### src/rtl/traffic_pkg.sv
// Shared types and constants for the traffic light controller.
//   state_e    : sequencer state encoding (also exported on state_o)
//   MODE_*     : mode selector codes
//   L_*        : {red,yellow,green} signal head patterns
//   head_light : signal head pattern for a given state / flash phase
//   norm_mode  : folds the unused selector code 11 onto normal operation
package traffic_pkg;

    typedef enum logic [3:0] {
        NS_GREEN  = 4'd0,
        NS_YELLOW = 4'd1,
        ALL_RED1  = 4'd2,
        EW_GREEN  = 4'd3,
        EW_YELLOW = 4'd4,
        ALL_RED2  = 4'd5,
        PED_WALK  = 4'd6,
        FLASH     = 4'd7,
        HOLD_RED  = 4'd8
    } state_e;

    localparam logic [1:0] MODE_NORMAL = 2'b00;
    localparam logic [1:0] MODE_FLASH  = 2'b01;
    localparam logic [1:0] MODE_HOLD   = 2'b10;

    localparam logic [2:0] L_RED = 3'b100;
    localparam logic [2:0] L_YEL = 3'b010;
    localparam logic [2:0] L_GRN = 3'b001;
    localparam logic [2:0] L_OFF = 3'b000;

    // Pattern shown by one head; anything not explicitly green/yellow/flash is red,
    // so an unexpected state code can only ever fail towards red.
    function automatic logic [2:0] head_light(input state_e s, input logic flash_ph,
                                              input logic is_ns);
        logic [2:0] l;
        l = L_RED;
        case (s)
            NS_GREEN:  l = is_ns ? L_GRN : L_RED;
            NS_YELLOW: l = is_ns ? L_YEL : L_RED;
            EW_GREEN:  l = is_ns ? L_RED : L_GRN;
            EW_YELLOW: l = is_ns ? L_RED : L_YEL;
            FLASH:     l = flash_ph ? L_YEL : L_OFF;
            default:   l = L_RED;
        endcase
        return l;
    endfunction

    function automatic logic [1:0] norm_mode(input logic [1:0] m);
        return (m == 2'b11) ? MODE_NORMAL : m;
    endfunction

endpackage

### src/rtl/phase_timer.sv
// Phase duration down-counter.
//   clk, rst  : clock, synchronous active-high reset (counter -> RST_VAL)
//   load      : reload with load_val (takes priority over counting)
//   load_val  : duration-1 of the phase being entered
//   tick      : timebase strobe; counter decrements only on tick, stops at zero
//   expired   : tick seen while counter is zero, i.e. the phase's last tick
module phase_timer #(
    parameter int              CNT_W   = 8,
    parameter logic [CNT_W-1:0] RST_VAL = {CNT_W{1'b0}}
) (
    input  logic             clk,
    input  logic             rst,
    input  logic             load,
    input  logic [CNT_W-1:0] load_val,
    input  logic             tick,
    output logic             expired
);

    logic [CNT_W-1:0] cnt_q;
    logic [CNT_W-1:0] cnt_d;

    // Next count: reload, tick-driven decrement, or hold.
    always_comb begin
        cnt_d = cnt_q;
        if (load) begin
            cnt_d = load_val;
        end else if (tick && (cnt_q != {CNT_W{1'b0}})) begin
            cnt_d = cnt_q - {{(CNT_W-1){1'b0}}, 1'b1};
        end else begin
            cnt_d = cnt_q;
        end
    end

    // Counter register.
    always_ff @(posedge clk) begin
        if (rst) begin
            cnt_q <= RST_VAL;
        end else begin
            cnt_q <= cnt_d;
        end
    end

    assign expired = tick && (cnt_q == {CNT_W{1'b0}});

endmodule

### src/rtl/traffic_light_ctrl.sv
// Two-way intersection sequencer with pedestrian walk phase, flash and hold-red modes.
//   clk, rst    : clock, synchronous active-high reset
//   tick        : timebase strobe; phase timers advance only when high
//   mode        : 00 normal, 01 flash, 10 hold red, 11 as normal
//   ped_req     : pedestrian button, latched into ped_pending
//   ns_light    : north-south head {red,yellow,green}
//   ew_light    : east-west head {red,yellow,green}
//   walk        : pedestrian WALK lamp
//   ped_pending : latched request not yet serviced
//   state_o     : current state code (traffic_pkg::state_e)
// All outputs come straight from flops.
module traffic_light_ctrl
    import traffic_pkg::*;
#(
    parameter int GREEN_TICKS  = 8,
    parameter int YELLOW_TICKS = 3,
    parameter int ALLRED_TICKS = 2,
    parameter int WALK_TICKS   = 6,
    parameter int CNT_W        = 8
) (
    input  logic       clk,
    input  logic       rst,
    input  logic       tick,
    input  logic [1:0] mode,
    input  logic       ped_req,
    output logic [2:0] ns_light,
    output logic [2:0] ew_light,
    output logic       walk,
    output logic       ped_pending,
    output logic [3:0] state_o
);

    localparam logic [CNT_W-1:0] GREEN_LD  = CNT_W'(GREEN_TICKS - 1);
    localparam logic [CNT_W-1:0] YELLOW_LD = CNT_W'(YELLOW_TICKS - 1);
    localparam logic [CNT_W-1:0] ALLRED_LD = CNT_W'(ALLRED_TICKS - 1);
    localparam logic [CNT_W-1:0] WALK_LD   = CNT_W'(WALK_TICKS - 1);

    state_e           state_q, state_d;
    logic             flash_ph_q, flash_ph_d;
    logic             ped_pending_q, ped_pending_d;
    logic [2:0]       ns_light_q, ns_light_d;
    logic [2:0]       ew_light_q, ew_light_d;
    logic             walk_q, walk_d;
    logic [1:0]       mode_n_s;
    logic             expired_s;
    logic             load_s;
    logic [CNT_W-1:0] load_val_s;
    logic             enter_walk_s;

    // Timer reload value for the phase being entered. FLASH/HOLD_RED are untimed;
    // their value is never used because leaving them always reloads.
    function automatic logic [CNT_W-1:0] dur_of(input state_e s);
        logic [CNT_W-1:0] v;
        v = ALLRED_LD;
        case (s)
            NS_GREEN, EW_GREEN:   v = GREEN_LD;
            NS_YELLOW, EW_YELLOW: v = YELLOW_LD;
            PED_WALK:             v = WALK_LD;
            default:              v = ALLRED_LD;
        endcase
        return v;
    endfunction

    phase_timer #(
        .CNT_W   (CNT_W),
        .RST_VAL (ALLRED_LD)
    ) u_timer (
        .clk      (clk),
        .rst      (rst),
        .load     (load_s),
        .load_val (load_val_s),
        .tick     (tick),
        .expired  (expired_s)
    );

    // Next state: mode overrides beat the timer; otherwise advance on expiry.
    always_comb begin
        mode_n_s = norm_mode(mode);
        state_d  = state_q;
        if (mode_n_s == MODE_FLASH) begin
            state_d = FLASH;
        end else if (mode_n_s == MODE_HOLD) begin
            state_d = HOLD_RED;
        end else if ((state_q == FLASH) || (state_q == HOLD_RED)) begin
            state_d = ALL_RED2;
        end else if (expired_s) begin
            case (state_q)
                NS_GREEN:  state_d = NS_YELLOW;
                NS_YELLOW: state_d = ALL_RED1;
                ALL_RED1:  state_d = EW_GREEN;
                EW_GREEN:  state_d = EW_YELLOW;
                EW_YELLOW: state_d = ALL_RED2;
                ALL_RED2:  state_d = ped_pending_q ? PED_WALK : NS_GREEN;
                PED_WALK:  state_d = NS_GREEN;
                default:   state_d = ALL_RED2;
            endcase
        end else begin
            state_d = state_q;
        end
    end

    // Every state change reloads the timer with the new phase's duration.
    always_comb begin
        load_s     = (state_d != state_q);
        load_val_s = dur_of(state_d);
    end

    // Pedestrian latch and flash phase. A request arriving on the very clk that
    // enters PED_WALK survives the clear so it is served on the next round.
    always_comb begin
        enter_walk_s  = (state_d == PED_WALK) && (state_q != PED_WALK);
        ped_pending_d = ped_req | (ped_pending_q & ~enter_walk_s);
        if ((state_q == FLASH) && (state_d == FLASH)) begin
            flash_ph_d = flash_ph_q ^ tick;
        end else begin
            flash_ph_d = 1'b0;
        end
    end

    // Outputs are decoded from the next state so they register alongside it.
    always_comb begin
        ns_light_d = head_light(state_d, flash_ph_d, 1'b1);
        ew_light_d = head_light(state_d, flash_ph_d, 1'b0);
        walk_d     = (state_d == PED_WALK);
    end

    // Sequencer and output registers.
    always_ff @(posedge clk) begin
        if (rst) begin
            state_q       <= ALL_RED2;
            flash_ph_q    <= 1'b0;
            ped_pending_q <= 1'b0;
            ns_light_q    <= L_RED;
            ew_light_q    <= L_RED;
            walk_q        <= 1'b0;
        end else begin
            state_q       <= state_d;
            flash_ph_q    <= flash_ph_d;
            ped_pending_q <= ped_pending_d;
            ns_light_q    <= ns_light_d;
            ew_light_q    <= ew_light_d;
            walk_q        <= walk_d;
        end
    end

    assign ns_light    = ns_light_q;
    assign ew_light    = ew_light_q;
    assign walk        = walk_q;
    assign ped_pending = ped_pending_q;
    assign state_o     = state_q;

endmodule
### config.mk
export PLATFORM = sky130hd
export DESIGN_NAME = traffic_light_ctrl
export DESIGN_NICKNAME = d
export VERILOG_FILES = /design/src/rtl/traffic_pkg.sv /design/src/rtl/phase_timer.sv /design/src/rtl/traffic_light_ctrl.sv
export SDC_FILE = /design/constraint.sdc
export NUM_CORES = 1
export LEC_CHECK = 0
export ABC_AREA = 1
export BUFFER_PORTS_ARGS = -buffer_cell sky130_fd_sc_hd__buf_2
export CORE_AREA = 5 5 72 74
export CTS_BUF_LIST = sky130_fd_sc_hd__clkbuf_8
export CTS_CLUSTER_SIZE = 30
export DETAILED_ROUTE_END_ITERATION = 6
export DIE_AREA = 0 0 77 79
export PLACE_DENSITY_LB_ADDON = 0.1
export SLEW_MARGIN = 30
export SYNTH_ARGS = -nofsm -noshare
export SYNTH_HDL_FRONTEND = slang
export SYNTH_SLANG_ARGS = --single-unit
### constraint.sdc
create_clock -name clk -period 2.5 [get_ports clk]
set_clock_uncertainty 0.15 [all_clocks]
set_input_delay 0.375 -clock clk [delete_from_list [all_inputs] [get_ports clk]]
set_output_delay 0.375 -clock clk [all_outputs]
set_load 0.02 [all_outputs]
==> results of run 1 <==
## routing by layer
| metal | track usage (%) | part of all wire [%] | up-vias |
|---|---|---|---|
| met5 | 0 | 0 | - |
| met4 | 2.06 | 0.64 | 0 |
| met3 | 2.83 | 3.0 | 2 |
| met2 | 21.5 | 52 | 14 |
| met1 | 13.3 | 45 | 560 |
| li1 | - | - | 671 |
## logic make-up after synthesis
| kind of cell | count (synthesis) | synth area share [%] |
|---|---|---|
| buffers and inverters | 32 | 10.2 |
| adders and majority gates | 2 | 1.94 |
| xor gates and xnor gates | 6 | 4.07 |
| DFF | 21 | 32.5 |
| AOI/OAI and AO/OA | 15 | 6.00 |
| and+or+nand+nor | 122 | 45.3 |
## power groups by stage
stage               clock network (W)  registers [W]  logic (W)
floorplan                           0       0.000400   0.000239
CTS                          0.000243       0.000380   0.000327
global route                 0.000255       0.000384   0.000389
global placement                    0       0.000389   0.000330
finish                       0.000233       0.000380   0.000340
detailed placement                  0       0.000388   0.000325
## critical path: cells and delay by family (launching register included)
family          cells  cell delay (ns)
simple gates       10             1.13
buf+inv             2             0.14
flops               1             0.33
fa+ha+maj           1             0.18
compound gates      2             0.20
## flip-flops by register name, indices dropped and copies added, names as in the netlist
signal	cells
walk	1
ew_light	3
flash_ph_q	1
ped_pending	1
state_o	4
ns_light	3
u_timer.cnt_q	8
## through the flow
| stage | instances | instance area [sq um] |
|---|---|---|
| 2_1_floorplan | 198 | 1290 |
| 3_3_place_gp | 268 | 1430 |
| 3_5_place_dp | 268 | 1430 |
| 4_1_cts | 272 | 1480 |
| 5_1_grt | 274 | 1500 |
| 6_report | 274 | 1500 |
## Yosys cell counts (all sizes together)
cell type,instances,area (sq um)
nor2,26,126
xor2,6,52.6
inv,30,113
o21ai,3,15.0
clkbuf,1,3.75
nand4,2,12.5
nand3,32,175
or2,1,6.26
ha,2,25.0
a211oi,1,7.51
nand2,56,233
dfxtp,21,420
a21oi,11,55.1
nor3,2,10.0
buf,1,15.0
nand3b,3,22.5
## final cells by class
class | instances | area [sq um]
Timing Repair Buffer | 19 | 100
Fill cell | 514 | 3030
Multi-Input combinational cell | 146 | 756
Clock inverter | 1 | 5.00
Sequential cell | 21 | 420
Clock buffer | 3 | 41.3
Tap cell | 54 | 67.6
Inverter | 30 | 113
## final timing paths
check | start | end | slack [ns] | cells after the start
max | u_timer.cnt_q[0] | u_timer.cnt_q[1] | 0.26 | 15
min | ped_req | ped_pending | 0.19 | 3
max reg2reg | u_timer.cnt_q[0] | u_timer.cnt_q[1] | 0.26 | 15
min reg2reg | u_timer.cnt_q[3] | u_timer.cnt_q[3] | 0.35 | 2
## repair_timing
| action | in CTS | in global routing |
|---|---|---|
| setup buffers | 0 | 1 |
| gates resized for setup | 0 | 1 |
| setup endpoints to repair | 0 | 2 |
| hold buffers | 0 | 0 |
==> metrics.yaml, run 1 <==
cts:
  cts_tree: "yes"
  worst_setup_hold_path_clk_slew_ns: 0.08
  cts.sinks: 21
  cts-buffers-inserted: 3
  root_buffer: "clkbuf_8"
  clk_latency_ns: 0.26
  cts_buffer_depth: 2
  htree_levels: 1
worst_setup_path:
  crit_chain: "inv_1, ha_1, inv_1, nor2_1, nand3_2, a21oi_1, nand2_1, nand2_2, nand2_2, nand2_2, nand2_4, nor2_4, nand2_1, nand2_1, a21oi_1"
  worstSetupPathType: "reg2reg"
  cp.arrival_ns: 2.26
  cpMaxStageDelayCell: "dfxtp_1"
  critPathMaxFanout: 8
  endpoint_kind: "flip-flop"
  required_ns: 2.51
  critPathMaxStageDelay_ns: 0.33
  critPathLaunchType: "flip-flop"
power:
  combinationalPowerShare_pct: 35.7
  p_switching_w: 0.000371
  powerDensity_mw_per_mm2: 635
  swShare_pct: 38.9
  finalPower_w: 0.000954
  p_clk_share_pct: 24.5
  power.internal_w: 0.000582
  p_leak_nw: 0.802
  max-vdd-ir-drop_mv: 0.242
  power_frac_seq_pct: 39.9
synthesis:
  yosysUniqueCellTypes: 23
  syn_nets: 206
  syn_inst: 198
  avgSynthCellArea_sq_um: 6.53
  synth_seq_cells: 21
  yosysWarnings: 0
  yosysSeqAreaShare_pct: 32.5
  netlist_area_sq_mm: 0.00129
flow_run:
  drv_cap: 0
grt:
  grt_antenna_before_repair: 0
  grt.total_usage_pct: 11.5
  grt_pass1_vias: 1226
  globalRouteOverflowTotal: 0
  grt_max_degree: 17
  grt_pass1_wl_mm: 5.67
cells_and_area:
  drive_above_1_share_pct: 20.0
  antennaDiodeCount: 0
  nNetsFinal: 229
  final_util_pct: 33.1
  final_common_cell: "nand2_1"
  syn_to_final_growth_pct: 16.3
  most-common-layout-cells: "nand2_1, nand3_1, inv_1"
sta:
  clock.fmax_mhz: 446
  min_period_ns: 2.24
  finalCritPeriodShare_pct: 89.7
  holdWs_ns: 0.192
  final_max_slew_viol_count: 0
  maxSlewHeadroom_pct: 77.6
  hold_viol: 0
  tightestPinTransition_ns: 0.334
  worst_slack_ns: 0.257
  tns_ns: 0
  rsz0062_at_grt: "false"
  setup-violations-final: 0
place:
  dp_slack_ns: 0.257
  place_congestion: 0.838
  io_buffer_count: 17
  hpwl_mm: 2.64
floorplan:
  core.rowCount: 25
  core_region_area_sq_mm: 0.00454
  start_util_pct: 28.5
  die_h_um: 79
  die_area_sq_mm: 0.00608
  chipWidth_um: 77
  io_pins: 18
outcome:
  status: "finished, final reports clean"
drt:
  wirelength_mm: 3.42
  antenna_left: 0
  wire_per_inst_um: 12.5
  drt_iter0_drc: 36
  first_pass_iters: 4
  viasPerCell: 4.55
  vias: 1247
  drc: 0
worst_hold_path:
  hold_class: "in2reg"
No activity file was read; power rests on OpenSTA's default activity.
==> run 2: changes to the inputs <==
--- a/config.mk
+++ b/config.mk
@@ -13,6 +13,7 @@
 export DETAILED_ROUTE_END_ITERATION = 6
 export DIE_AREA = 0 0 77 79
 export PLACE_DENSITY_LB_ADDON = 0.1
+export REMOVE_ABC_BUFFERS = 1
 export SLEW_MARGIN = 30
 export SYNTH_ARGS = -nofsm -noshare
 export SYNTH_HDL_FRONTEND = slang
==> run 2 against run 1 <==
Against the previous run: clock power down 6%; register-to-register slack barely moved; sequential share of layout area up 0.23 points; count of clock-buffer cells in the layout unchanged; worst hold slack gained 0.0039 ns.
==> metrics.yaml, run 2 (synthesized netlist as in run 1, its figures left out) <==
cells_and_area:
  most-common-layout-cells: "nand2_1, nand3_1, inv_1"  # unchanged
  final_common_cell: "nand2_1"  # unchanged
  nNetsFinal: 228  # was 229
  syn_to_final_growth_pct: 15.3  # was 16.3%
  fillers: 522  # was 514
  antennaDiodeCount: 0  # unchanged
  final_util_pct: 32.9  # was 33.1%
  regMostFlops: "u_timer.cnt_q"  # unchanged
  multi_input_area_sq_um: 752  # was 756 sq um
  drive_above_1_share_pct: 18.7  # was 20.0%
  regArea_sq_um: 420  # unchanged
  largest_reg_flops: 8  # unchanged
worst_setup_path:
  critPathMaxStageDelay_ns: 0.33  # about the same
  worstReg2RegEnd: "u_timer.cnt_q[1]"  # unchanged
  cp_num_buf_inv: 2  # unchanged
  worst_path_most_repeated_cell: "nand2_1"
  r2r_start: "u_timer.cnt_q[0]"  # unchanged
  critPathMaxFanout: 8  # unchanged
  worstSetupPathType: "reg2reg"  # unchanged
  rr_worst_depth: 15  # unchanged
  rrSetupSlack_ns: 0.27  # was 0.26 ns
  cp_top_family: "simple AND/OR/NAND/NOR gates"  # unchanged
  critPathLaunchType: "flip-flop"  # unchanged
  crit_chain: "inv_1, ha_1, inv_1, nor2_1, nand3_2, a21oi_1, nand2_2, nand2_1, nand2_1, nand2_2, nand2_4, nor2_4, nand3_1, nand2_1, a21oi_1"  # was inv_1, ha_1, inv_1, nor2_1, nand3_2, a21oi_1, nand2_1, nand2_2, nand2_2, nand2_2, nand2_4, nor2_4, nand2_1, nand2_1, a21oi_1
  required_ns: 2.50  # was 2.51 ns
  cpMaxStageDelayCell: "dfxtp_1"  # unchanged
  cp.arrival_ns: 2.23  # was 2.26 ns
  endpoint_kind: "flip-flop"  # unchanged
grt:
  grt_antenna_before_repair: 0  # unchanged
  grt_pass1_vias: 1200  # was 1226
  globalRouteOverflowTotal: 0  # unchanged
  grt.total_usage_pct: 11.6  # was 11.5%
  grt_max_degree: 17  # unchanged
  grt_pass1_wl_mm: 5.81  # was 5.67 mm
worst_hold_path:
  hold_path_end: "ped_pending"  # unchanged
  min_path_cells: 3  # unchanged
  min-delay-start: "ped_req"  # unchanged
  hold_class: "in2reg"  # unchanged
floorplan:
  die_h_um: 79  # unchanged
  start_util_pct: 28.5  # unchanged
  core_region_area_sq_mm: 0.00454  # unchanged
  core.rowCount: 25  # unchanged
  chipWidth_um: 77  # unchanged
  die_area_sq_mm: 0.00608  # unchanged
  io_pins: 18  # unchanged
power:
  powerDensity_mw_per_mm2: 624  # was 635 mW/mm^2
  finalPower_w: 0.000930  # was 0.000954 W
  p_leak_nw: 0.799  # was 0.802 nW
  max-vdd-ir-drop_mv: 0.180  # was 0.242 mV
place:
  place_congestion: 0.778  # was 0.838
  dp_slack_ns: 0.290  # was 0.257 ns
  hpwl_mm: 2.53  # was 2.64 mm
  io_buffer_count: 17  # unchanged
sta:
  finalCritPeriodShare_pct: 89.3  # was 89.7%
  rsz0062_at_grt: "false"  # unchanged
  hold_viol: 0  # unchanged
  min_period_ns: 2.23  # was 2.24 ns
  setup-violations-final: 0  # unchanged
  holdWs_ns: 0.196  # was 0.192 ns
  worst_slack_ns: 0.269  # was 0.257 ns
  tightestPinTransition_ns: 0.428  # was 0.334 ns
  clock.fmax_mhz: 448  # was 446 MHz
  maxSlewHeadroom_pct: 71.3  # was 77.6%
  tns_ns: 0  # unchanged
  final_max_slew_viol_count: 0  # unchanged
drt:
  antenna_left: 0  # unchanged
  wirelength_mm: 3.35  # was 3.42 mm
  wire_per_inst_um: 12.3  # was 12.5 um
  first_pass_iters: 4  # unchanged
  viasPerCell: 4.54  # was 4.55
  vias: 1239  # was 1247
  drc: 0  # unchanged
  drt_iter0_drc: 78  # was 36
cts:
  clk_latency_ns: 0.26  # about the same
  cts_tree: "yes"  # unchanged
  cts_buffer_depth: 2  # unchanged
  worst_setup_hold_path_clk_slew_ns: 0.08  # about the same
  cts.sinks: 21  # unchanged
  cts-buffers-inserted: 3  # unchanged
  htree_levels: 1  # unchanged
  post_cts_buffers: 0  # unchanged
  root_buffer: "clkbuf_8"  # unchanged
  postCtsHoldBufs: 0  # unchanged
flow_run:
  drv_cap: 0  # unchanged
outcome:
  status: "finished, final reports clean"  # unchanged
## run 2: per-stage QoR
step                      cell area [sq um]  instances
after CTS                              1480        272
final                                  1490        273
after global routing                   1490        273
after detailed placement               1430        268
after global placement                 1430        268
after floorplan                        1270        196
## run 2: worst register-to-register path: stages (launching register included)
cell     delay [ns]
dfxtp_1        0.33
inv_1          0.10
ha_1           0.17
inv_1          0.04
nor2_1         0.11
nand3_2        0.14
a21oi_1        0.19
nand2_2        0.11
nand2_1        0.09
nand2_1        0.07
nand2_2        0.08
nand2_4        0.09
nor2_4         0.24
nand3_1        0.10
nand2_1        0.07
a21oi_1        0.04
## run 2: worst max-delay path by stage
stage | startpoint | endpoint | slack, ns | cells after the start
after global routing | u_timer.cnt_q[0] | u_timer.cnt_q[2] | 0.01 | 16
final | u_timer.cnt_q[0] | u_timer.cnt_q[1] | 0.27 | 15
after detailed placement | u_timer.cnt_q[0] | u_timer.cnt_q[0] | 0.29 | 13
after global placement | mode[1] | u_timer.cnt_q[0] | 0.26 | 14
after CTS | u_timer.cnt_q[0] | u_timer.cnt_q[0] | 0.26 | 15
after floorplan | state_o[0] | u_timer.cnt_q[0] | 0.53 | 13
## run 2: report_power, final
part | internal (W) | switching, W | total (W)
Clock | 0.000109 | 0.000108 | 0.000218
Sequential | 0.000358 | 0.0000221 | 0.000380
Combinational | 0.000110 | 0.000223 | 0.000333
## run 2: final cells by class
type	count	area share [%]
Multi-Input combinational cell	146	50.5
Sequential cell	21	28.2
Inverter	30	7.56
Timing Repair Buffer	18	6.21
Tap cell	54	4.53
Clock buffer	3	2.77
Clock inverter	1	0.252
## run 2: timing repair
item	4_1_cts	5_1_grt
hold endpoints to repair	0	0
endpoints found under the setup margin	0	1
gates resized for setup	0	0
## run 2: layer usage
metal	vias to the layer above	part of all wire, %	GRT usage [%]
met5	-	0	0
met4	0	0.66	3.61
met3	2	5.1	2.61
met2	19	43	17.5
met1	551	51	16.4
li1	667	-	-
==> run 3: changes to the inputs <==
--- a/config.mk
+++ b/config.mk
@@ -5,13 +5,12 @@
 export SDC_FILE = /design/constraint.sdc
 export NUM_CORES = 1
 export LEC_CHECK = 0
-export ABC_AREA = 1
 export BUFFER_PORTS_ARGS = -buffer_cell sky130_fd_sc_hd__buf_2
-export CORE_AREA = 5 5 72 74
+export CORE_AREA = 5 5 73 75
 export CTS_BUF_LIST = sky130_fd_sc_hd__clkbuf_8
 export CTS_CLUSTER_SIZE = 30
 export DETAILED_ROUTE_END_ITERATION = 6
-export DIE_AREA = 0 0 77 79
+export DIE_AREA = 0 0 78 80
 export PLACE_DENSITY_LB_ADDON = 0.1
 export REMOVE_ABC_BUFFERS = 1
 export SLEW_MARGIN = 30
==> run 3 against run 2 <==
Against the previous run: count of clock-buffer cells in the layout did not move; via count down 4.4%; final cell count shrank 15%; worst hold slack better by 0.0017 ns; largest power group unchanged; highest routed layer unchanged.
==> metrics.yaml, run 3 <==
outcome:
  status: "finished, final reports clean"  # unchanged
cts:
  postCtsHoldBufs: 0  # unchanged
  cts.sinks: 21  # unchanged
  root_buffer: "clkbuf_8"  # unchanged
  cts_buffer_depth: 2  # unchanged
  worst_setup_hold_path_clk_slew_ns: 0.08  # about the same
  htree_levels: 1  # unchanged
  clk_latency_ns: 0.26  # about the same
  cts_tree: "yes"  # unchanged
  cts-buffers-inserted: 3  # unchanged
floorplan:
  core_region_area_sq_mm: 0.00460  # was 0.00454 sq mm
  die_area_sq_mm: 0.00624  # was 0.00608 sq mm
  io_pins: 18  # unchanged
  chipWidth_um: 78  # was 77 um
  core.rowCount: 25  # unchanged
  start_util_pct: 28.9  # was 28.5%
  die_h_um: 80  # was 79 um
cells_and_area:
  syn_to_final_growth_pct: 17.2  # was 15.3%
  final_util_pct: 33.8  # was 32.9%
  drive_above_1_share_pct: 24.6  # was 18.7%
  finalNonFillerCells: 233  # was 273
  regMostFlops: "u_timer.cnt_q"  # unchanged
  largest_reg_flops: 8  # unchanged
  final_common_cell: "dfxtp_1"  # was nand2_1
  nNetsFinal: 188  # was 228
  antennaDiodeCount: 0  # unchanged
  most-common-layout-cells: "dfxtp_1, buf_2, a21oi_1, nor2_1, buf_4"  # was nand2_1, nand3_1, inv_1
power:
  power.internal_w: 0.000571  # was 0.000577 W
  max-vdd-ir-drop_mv: 0.190  # was 0.180 mV
  combinationalPowerShare_pct: 31.4  # was 35.7%
  powerDensity_mw_per_mm2: 545  # was 624 mW/mm^2
  p_switching_w: 0.000277  # was 0.000353 W
  swShare_pct: 32.7  # was 38.0%
  power_frac_seq_pct: 42.8  # was 40.9%
  p_leak_nw: 0.619  # was 0.799 nW
  p_clk_share_pct: 25.8  # was 23.4%
worst_setup_path:
  r2r_start: "u_timer.cnt_q[5]"  # was u_timer.cnt_q[0]
  cp.arrival_ns: 2.38  # was 2.23 ns
  required_ns: 2.50  # about the same
  critPathMaxFanout: 7  # was 8
  cp_top_family: "simple AND/OR/NAND/NOR gates"  # unchanged
  startpoint: "u_timer.cnt_q[5]"  # was u_timer.cnt_q[0]
  rr_worst_depth: 7  # was 15
  worstReg2RegEnd: "ew_light[2]"  # was u_timer.cnt_q[1]
  critPathLaunchType: "flip-flop"  # unchanged
  worstSetupPathType: "reg2reg"  # unchanged
  worst-path-stages: 7  # was 15
  cp_num_buf_inv: 0  # was 2
  critPathMaxStageDelay_ns: 0.47  # was 0.33 ns
  rrSetupSlack_ns: 0.13  # was 0.27 ns
  crit_chain: "nor4_4, nand4_4, o31ai_2, and3_2, a21oi_1, or2_0, a21o_1"  # was inv_1, ha_1, inv_1, nor2_1, nand3_2, a21oi_1, nand2_2, nand2_1, nand2_1, nand2_2, nand2_4, nor2_4, nand3_1, nand2_1, a21oi_1
  critPathCapture: "ew_light[2]"  # was u_timer.cnt_q[1]
  endpoint_kind: "flip-flop"  # unchanged
  cpMaxStageDelayCell: "nor4_4"  # was dfxtp_1
grt:
  grt.total_usage_pct: 11.2  # was 11.6%
  grt_pass1_vias: 1214  # was 1200
  globalRouteOverflowTotal: 0  # unchanged
  grt_antenna_before_repair: 0  # unchanged
  grt_pass1_wl_mm: 5.76  # was 5.81 mm
  grt_max_degree: 20  # was 17
drt:
  viasPerCell: 5.09  # was 4.54
  wirelength_mm: 3.24  # was 3.35 mm
  drc: 0  # unchanged
  antenna_left: 0  # unchanged
  first_pass_iters: 4  # unchanged
  wire_per_inst_um: 13.9  # was 12.3 um
  drt_iter0_drc: 40  # was 78
  vias: 1185  # was 1239
synthesis:
  netlist_area_sq_mm: 0.00133  # was 0.00129 sq mm
  yosysSeqAreaShare_pct: 31.7  # was 32.5%
  async_flop_share_pct: 0  # unchanged
  yosysUniqueCellTypes: 55  # was 23
  synth_edf_count: 0  # unchanged
  syn_inst: 158  # was 198
  yosys.area.top_type: "dfxtp_1"  # unchanged
  synth_seq_cells: 21  # unchanged
  synthTopCellsByArea: "dfxtp_1, a21oi_1, xnor2_1"  # was dfxtp_1, nand2_1, nand3_1
  yosysWarnings: 0  # unchanged
  synth_most_common_cell: "dfxtp_1"  # was nand2_1
  synth_top_flop_cell: "dfxtp_1"  # unchanged
  synthTopCellsByCount: "dfxtp_1, a21oi_1, nor2_1"  # was nand2_1, nand3_1, inv_1
  avgSynthCellArea_sq_um: 8.40  # was 6.53 sq um
  synth_top_area_share_pct: 31.7  # was 32.5%
place:
  placed_cells: 227  # was 268
  dp_slack_ns: 0.122  # was 0.290 ns
  hpwl_mm: 2.49  # was 2.53 mm
  place_congestion: 0.896  # was 0.778
  io_buffer_count: 17  # unchanged
sta:
  rsz0062_at_grt: "false"  # unchanged
  tightestPinTransition_ns: 0.424  # was 0.428 ns
  maxSlewHeadroom_pct: 71.5  # was 71.3%
  hold_viol: 0  # unchanged
  min_period_ns: 2.37  # was 2.23 ns
  clock.fmax_mhz: 422  # was 448 MHz
  setup-violations-final: 0  # unchanged
  holdWs_ns: 0.197  # was 0.196 ns
  final_max_slew_viol_count: 0  # unchanged
  worst_slack_ns: 0.128  # was 0.269 ns
  finalCritPeriodShare_pct: 94.9  # was 89.3%
  tns_ns: 0  # unchanged
flow_run:
  drv_cap: 0  # unchanged
worst_hold_path:
  hold_class: "in2reg"  # unchanged
[run 3: how the worst min path moves through the flow]
stage / depth (start not counted) / to / from / slack, ns
after floorplan: 1 / ew_light[1] / rst / 0.29
after global placement: 2 / ped_pending / ped_pending / 0.35
after detailed placement: 2 / ped_pending / ped_pending / 0.35
after CTS: 3 / ped_pending / ped_req / 0.19
after global routing: 3 / ped_pending / ped_req / 0.19
final: 3 / ped_pending / ped_req / 0.20
[run 3: final cells by class]
| class | count | area (sq um) |
|---|---|---|
| fill | 498 | 3040 |
| clock inverter | 1 | 5.00 |
| timing repair buffer | 26 | 153 |
| clock buffer | 3 | 41.3 |
| tap | 54 | 67.6 |
| multi-input combinational | 122 | 846 |
| inverter | 6 | 22.5 |
| sequential | 21 | 420 |
[run 3: worst min-delay path: stages]
cell and delay (ns):
buf_2 0.09, inv_1 0.04, a21oi_1 0.05
[run 3: kinds of logic after synthesis]
| logic type | after synthesis | synth area share (%) |
|---|---|---|
| AO/OA/AOI/OAI | 38 | 19.6 |
| XOR/XNOR | 8 | 5.28 |
| adder cells (fa/ha/maj) | 2 | 1.88 |
| buffers and inverters | 15 | 5.18 |
| flip-flops | 21 | 31.7 |
| multiplexers | 3 | 2.54 |
| AND/OR/NAND/NOR | 71 | 33.8 |
[run 3: layer usage]
metal / up-vias / track usage (%) / wire length, um
met5: - / 0 / 0
met4: 0 / 3.55 / 39
met3: 4 / 3.05 / 83
met2: 13 / 18.1 / 1560
met1: 552 / 14.5 / 1560
li1: 616 / - / -
[run 3: stage by stage]
stage / instance area, sq um / total power, W
6_report: 1560 / 0.000848
5_1_grt: 1560 / 0.000912
4_1_cts: 1530 / 0.000851
3_5_place_dp: 1490 / 0.000626
2_1_floorplan: 1280 / 0.000546
3_3_place_gp: 1490 / 0.000628
[run 3: timing repair]
| action | 4_1_cts | 5_1_grt |
|---|---|---|
| endpoints found under the hold margin | 0 | 0 |
| resized for setup | 0 | 3 |
| setup endpoints to repair | 0 | 7 |
| setup buffers | 0 | 2 |
[run 3: power groups by stage]
stage	Clock, W	Combinational [W]	Sequential, W
3_5_place_dp	0	0.000255	0.000371
2_1_floorplan	0	0.000155	0.000392
5_1_grt	0.000251	0.000296	0.000366
6_report	0.000219	0.000266	0.000363
4_1_cts	0.000231	0.000257	0.000363
3_3_place_gp	0	0.000257	0.000371
